===== src/rtl/d_c10_tx_if.sv =====
// Digit handshake bundle for the d_c10 pulse-train transmitter.
// The source drives digit/valid; the transmitter answers with ready.
interface d_c10_tx_if;
  logic [3:0] digit;
  logic       valid;
  logic       ready;

  modport master (output digit, output valid, input ready);
  modport slave  (input digit, input valid, output ready);
endinterface


===== src/rtl/d_c10_tx.sv =====
// Pulse-train transmitter feeding a mod-10 pulse counter.
// A BCD digit N accepted over the handshake becomes N one-cycle pulses,
// separated by GAP low cycles. A shadow copy of the counter state (pos)
// is kept so the sender knows when the receiver's terminal output is high.
module d_c10_tx #(
  parameter int GAP = 1,
  parameter int CW  = 4
) (
  input  logic        clk,
  input  logic        rst,
  d_c10_tx_if.slave   bus,
  input  logic        clr,
  output logic        out,
  output logic        busy,
  output logic        done,
  output logic        err,
  output logic [3:0]  pos,
  output logic        term
);

  typedef enum logic [2:0] {
    S_IDLE  = 3'd0,
    S_PULSE = 3'd1,
    S_GAP   = 3'd2,
    S_DONE  = 3'd3,
    S_ERR   = 3'd4
  } state_t;

  // With GAP=0 the gap counter is never loaded; keep the load value legal.
  localparam bit         GAP_ZERO = (GAP == 0);
  localparam logic [3:0] GAP_LD   = GAP_ZERO ? 4'd0 : 4'(GAP - 1);

  state_t          r_state;
  logic [CW-1:0]   r_rem;
  logic [3:0]      r_gap;
  logic [3:0]      r_pos;
  logic            r_term;
  logic            r_out;
  logic            r_busy;
  logic            r_done;
  logic            r_err;
  logic            r_ready;
  logic [3:0]      w_pos_inc;
  logic [3:0]      w_pos_nxt;

  // Next shadow count: a pulse leaving this cycle advances it mod 10, clr wins.
  always_comb begin
    w_pos_inc = (r_pos == 4'd9) ? 4'd0 : (r_pos + 4'd1);
    if (clr) begin
      w_pos_nxt = 4'd0;
    end else if (r_state == S_PULSE) begin
      w_pos_nxt = w_pos_inc;
    end else begin
      w_pos_nxt = r_pos;
    end
  end

  // Burst FSM with all outputs registered alongside the next state.
  always_ff @(posedge clk or negedge rst) begin
    if (!rst) begin
      r_state <= S_IDLE;
      r_rem   <= '0;
      r_gap   <= 4'd0;
      r_pos   <= 4'd0;
      r_term  <= 1'b0;
      r_out   <= 1'b0;
      r_busy  <= 1'b0;
      r_done  <= 1'b0;
      r_err   <= 1'b0;
      r_ready <= 1'b1;
    end else begin
      r_pos  <= w_pos_nxt;
      r_term <= (w_pos_nxt == 4'd9);
      r_done <= 1'b0;
      r_err  <= 1'b0;
      case (r_state)
        S_IDLE: begin
          if (bus.valid) begin
            r_ready <= 1'b0;
            if (bus.digit == 4'd0) begin
              r_state <= S_DONE;
              r_done  <= 1'b1;
            end else if (bus.digit > 4'd9) begin
              r_state <= S_ERR;
              r_err   <= 1'b1;
            end else begin
              r_state <= S_PULSE;
              r_rem   <= CW'(bus.digit);
              r_out   <= 1'b1;
              r_busy  <= 1'b1;
            end
          end else begin
            r_state <= S_IDLE;
          end
        end
        S_PULSE: begin
          // Decide on the pre-decrement value so remaining never wraps.
          r_rem <= r_rem - CW'(1'b1);
          if (r_rem == CW'(1'b1)) begin
            r_state <= S_DONE;
            r_out   <= 1'b0;
            r_busy  <= 1'b0;
            r_done  <= 1'b1;
          end else if (GAP_ZERO) begin
            r_state <= S_PULSE;
            r_out   <= 1'b1;
          end else begin
            r_state <= S_GAP;
            r_gap   <= GAP_LD;
            r_out   <= 1'b0;
          end
        end
        S_GAP: begin
          if (r_gap == 4'd0) begin
            r_state <= S_PULSE;
            r_out   <= 1'b1;
          end else begin
            r_gap <= r_gap - 4'd1;
          end
        end
        S_DONE, S_ERR: begin
          r_state <= S_IDLE;
          r_ready <= 1'b1;
        end
        default: begin
          r_state <= S_IDLE;
          r_rem   <= '0;
          r_gap   <= 4'd0;
          r_out   <= 1'b0;
          r_busy  <= 1'b0;
          r_ready <= 1'b1;
        end
      endcase
    end
  end

  assign out       = r_out;
  assign busy      = r_busy;
  assign done      = r_done;
  assign err       = r_err;
  assign pos       = r_pos;
  assign term      = r_term;
  assign bus.ready = r_ready;

endmodule


===== src/flat_wrapper.sv =====
// flat-port wrapper written by rule: the top's interface ports become plain ports
module d_c10_tx_flat 
#(
  parameter int GAP = 1,
  parameter int CW  = 4
)
  (clk, rst, clr, out, busy, done, err, pos, term, bus_digit, bus_valid, bus_ready);
  d_c10_tx_if bus_i ();
  input  logic clk;
  input  logic rst;
  input  logic clr;
  output logic out;
  output logic busy;
  output logic done;
  output logic err;
  output logic [3:0] pos;
  output logic term;
  input wire logic [$bits(bus_i.digit)-1:0] bus_digit;
  input wire logic [$bits(bus_i.valid)-1:0] bus_valid;
  output wire logic [$bits(bus_i.ready)-1:0] bus_ready;
  assign bus_i.digit = bus_digit;
  assign bus_i.valid = bus_valid;
  assign bus_ready = bus_i.ready;
  d_c10_tx #(.GAP(GAP), .CW(CW)) u_core (.clk(clk), .rst(rst), .bus(bus_i), .clr(clr), .out(out), .busy(busy), .done(done), .err(err), .pos(pos), .term(term));
endmodule

===== config.mk =====
export PLATFORM = sky130hd
export DESIGN_NAME = d_c10_tx_flat
export DESIGN_NICKNAME = d
export VERILOG_FILES = /design/src/rtl/d_c10_tx_if.sv /design/src/rtl/d_c10_tx.sv /design/src/flat_wrapper.sv
export SDC_FILE = /design/constraint.sdc
export NUM_CORES = 1
export LEC_CHECK = 0
export CORE_AREA = 5 5 61 52
export CTS_BUF_LIST = sky130_fd_sc_hd__clkbuf_4 sky130_fd_sc_hd__clkbuf_8
export DETAILED_ROUTE_END_ITERATION = 6
export DIE_AREA = 0 0 66 57
export PLACE_DENSITY_LB_ADDON = 0.1
export SETUP_SLACK_MARGIN = 0.4
export SYNTH_ARGS = -nofsm -noshare
export SYNTH_HDL_FRONTEND = slang
export SYNTH_SLANG_ARGS = --single-unit

===== constraint.sdc =====
create_clock -name clk -period 1.87 [get_ports clk]
set_input_delay 0.2805 -clock clk [delete_from_list [all_inputs] [get_ports clk]]
set_output_delay 0.2805 -clock clk [all_outputs]
set_load 0.01 [all_outputs]

==> flow_metrics.env <==
export IMPL_synth_area_um2=1311
export IMPL_comb_power_share=0.639
export IMPL_synth_mux_area_frac=0.01622
export IMPL_synth_compound_area_frac=0.2395
export IMPL_tightest_slew_ns=0.4974
export IMPL_grt_overflow=0
export IMPL_hold_path_class="primary input to asynchronous set/reset pin"
export IMPL_synth_top_family_by_area="compound AO/OA/AOI/OAI gates"
export IMPL_switching_power_mw=1.241
export IMPL_endpoint_kind="flip-flop"
export IMPL_core_area_um2=2574
export IMPL_start_util=0.5095
export IMPL_diodes=0
export IMPL_finalPower_mw=2.789
export IMPL_clock_sinks=21
export IMPL_rsz0062_at_grt="yes"
export IMPL_dr_total_vias=1289
export IMPL_synth_simple_gate_area_frac=0.2328
export IMPL_clk_pin_slew_ns=0.12
export IMPL_final_max_slew_viol_count=0
export IMPL_ant_nets=0
export IMPL_cp_max_fo=6
export IMPL_swShare=0.4448
export IMPL_synth_xor_area_share=0.006679
export IMPL_area_growth_pct=40.74
export IMPL_start_kind="flip-flop"
export IMPL_synth_ff_type="dfrtp_1"
export IMPL_path_class="flip-flop to flip-flop"
export IMPL_synth_distinct_cells=47
export IMPL_period_needed_ns=1.639
export IMPL_layout_drive_gt1_share=0.3370
export IMPL_fin_worst_skew_ns=0.006377
export IMPL_synth_fp_nets=159
export IMPL_numCtsBuffers=3
export IMPL_clkPwrFrac=0.088
export IMPL_fin_nets=195
export IMPL_yosysTopAreaCellShare=0.3817
export IMPL_internal_power_mw=1.548
export IMPL_h_tree_depth=1
export IMPL_synthAdderAreaFrac=0.04771
export IMPL_wl_per_cell_um=16.90
export IMPL_slew_headroom=0.6672
export IMPL_yosys_top_cells_area="dfrtp_1 38%, ha_1 4.8%, nor2_1 3.7%"
export IMPL_seqPwrFrac=0.273
export IMPL_fillCellCount=209
export IMPL_synth_largest_area_cell="dfrtp_1"
export IMPL_dr_first_iter_drc_count=87
export IMPL_yosysSeqAreaShare=0.4017
export IMPL_drtPass1Iterations=4
export IMPL_ys_warn_count=0
export IMPL_routed_via_density=5.886
export IMPL_grt_pass1_wl_um=5982
export IMPL_setup_viol=0
export IMPL_clock_latency_ns=0.32
export IMPL_timing_fmax_mhz=610.0
export IMPL_yosys_register_bits=21
export IMPL_cts_buffer_depth=2
export IMPL_grt_pass1_vias=1259
export IMPL_gp_congestion=0.8223
export IMPL_drv_cap=0
export IMPL_cp_data_arrival_time_ns=1.87
export IMPL_portBuffers=17
export IMPL_grt_total_usage=0.2067
export IMPL_root_buffer="clkbuf_4"
export IMPL_syn_area_per_cell_um2=8.981
export IMPL_p_per_area_nw_per_um2=1511
export IMPL_num_rows=17
export IMPL_die_w_um=66
export IMPL_outcome="finished, final reports clean"
export IMPL_ys_async_sr_fraction=1.000
export IMPL_die_area_um2=3762
export IMPL_grt_max_degree=22
export IMPL_die_h_um=57
export IMPL_fin_util=0.7171
export IMPL_cp_startpoint="u_core.r_rem[1]"
export IMPL_fin_setup_tns_ns=0
export IMPL_post_route_period_util=0.8767
export IMPL_pin_count=18
export IMPL_leakagePower_nw=0.7877
export IMPL_hold_violations=0
export IMPL_drcViolationCount=0
export IMPL_reg2reg_from="u_core.r_rem[1]"
export IMPL_syn_instance_count=146
export IMPL_grt_antenna_before_repair=0
export IMPL_synth_edf_count=0
export IMPL_cp_required_ns=2.10
export IMPL_ir_drop_mv=0.9734
export IMPL_place_hpwl_um=2328
export IMPL_cts_tree="done"
export IMPL_drt_total_wl_um=3701
==> flip-flops by register name (all words and copies together), names as in the netlist <==
name and cells:
u_core.bus.ready 1, u_core.done 1, u_core.pos 4, u_core.out 1
u_core.term 1, u_core.r_state 3, u_core.err 1, u_core.busy 1
u_core.r_gap 4, u_core.r_rem 4
==> worst max-delay path, cell delays in order, from the launching register on <==
cell and delay (ns):
dfrtp_1 0.42, inv_2 0.08, ha_4 0.12, or3b_4 0.43, or2_4 0.26, a311oi_2 0.23
==> cells in the final DEF, fill, tap and decap left out, drive strengths merged, types with 5 or more instances in the layout <==
master          n
nand2          12
ha              5
clkdlybuf4s50   6
nor2           13
o211ai          6
inv            10
o21ai           9
dfrtp          20
nor3            5
buf            21
dlygate4sd2    10
==> per-layer routing <==
metal,GRT usage,wire length (µm)
met4,0.07246,78
met1,0.2649,1591
met3,0.04528,188
met2,0.3443,1841
met5,0,0
==> Yosys cell counts (all sizes together) (2+ instances only) <==
cell and count:
nand3 4, nor3 5, buf 2, or2 3
ha 5, and4 2, a211oi 2, inv 11
nor2 13, nand2b 2, a22oi 2, dfrtp 20
o21ai 9, o31ai 2, or3b 4, nand2 12
o2111a 2, o21bai 2, a21oi 4, nand4b 2
a31oi 3, nand3b 2, o21a 3, clkbuf 5
o211ai 6
==> kinds of logic after synthesis <==
group / count (synthesis)
AOI/OAI and AO/OA: 43
and+or+nand+nor: 56
muxes: 2
xor gates and xnor gates: 1
DFF: 21
adders and majority gates: 5
buffers and inverters: 18
==> area by class of cell <==
| class | count | area, µm² | share of cell area |
|---|---|---|---|
| inverters | 11 | 45.04 | 0.02441 |
| repair buffers | 38 | 321.6 | 0.1742 |
| multi-input cells | 107 | 872.1 | 0.4725 |
| flip-flops and latches | 21 | 529.3 | 0.2868 |
| well taps | 38 | 47.55 | 0.02576 |
| clock buffers | 4 | 30.03 | 0.01627 |
==> final timing paths <==
kind / end / slack [ns] / depth (start not counted)
worst max-delay path: u_core.r_state[0] / 0.23 / 5
worst min-delay path: u_core.r_gap[1] / 0.29 / 2
worst max register to register: u_core.r_state[0] / 0.23 / 5
worst min register to register: u_core.busy / 0.51 / 2
max in group asynchronous: u_core.bus.ready / 1.31 / 2
min in group clk: u_core.err / 0.40 / 2
==> metrics by stage <==
stage	cells	area (µm²)	setup WS (ns)	hold WS (ns)
2_1_floorplan	146	1330	0.2861	-0.01509
3_3_place_gp	201	1558	0.09290	0.4846
3_5_place_dp	201	1558	0.002039	0.4900
4_1_cts	218	1764	0.2848	0.2932
5_1_grt	219	1846	0.2059	0.3124
6_report	219	1846	0.2305	0.2917
==> what timing repair did <==
item	in CTS	in global routing
gates resized for setup	34	18
hold buffers	0	0
cloned	0	0
buffers inserted	13	1
setup endpoints to repair	24	17
endpoints found under the hold margin	0	0
pin swaps	7	6
==> power by group through the flow <==
stage               clock, mW  combinational (mW)  sequential, mW
floorplan                   0               0.913           0.772
global placement            0                1.25           0.759
detailed placement          0                1.29           0.764
CTS                     0.250                1.58           0.749
global route            0.268                1.92           0.781
finish                  0.245                1.78           0.761
(Power assumes the default switching activity.)
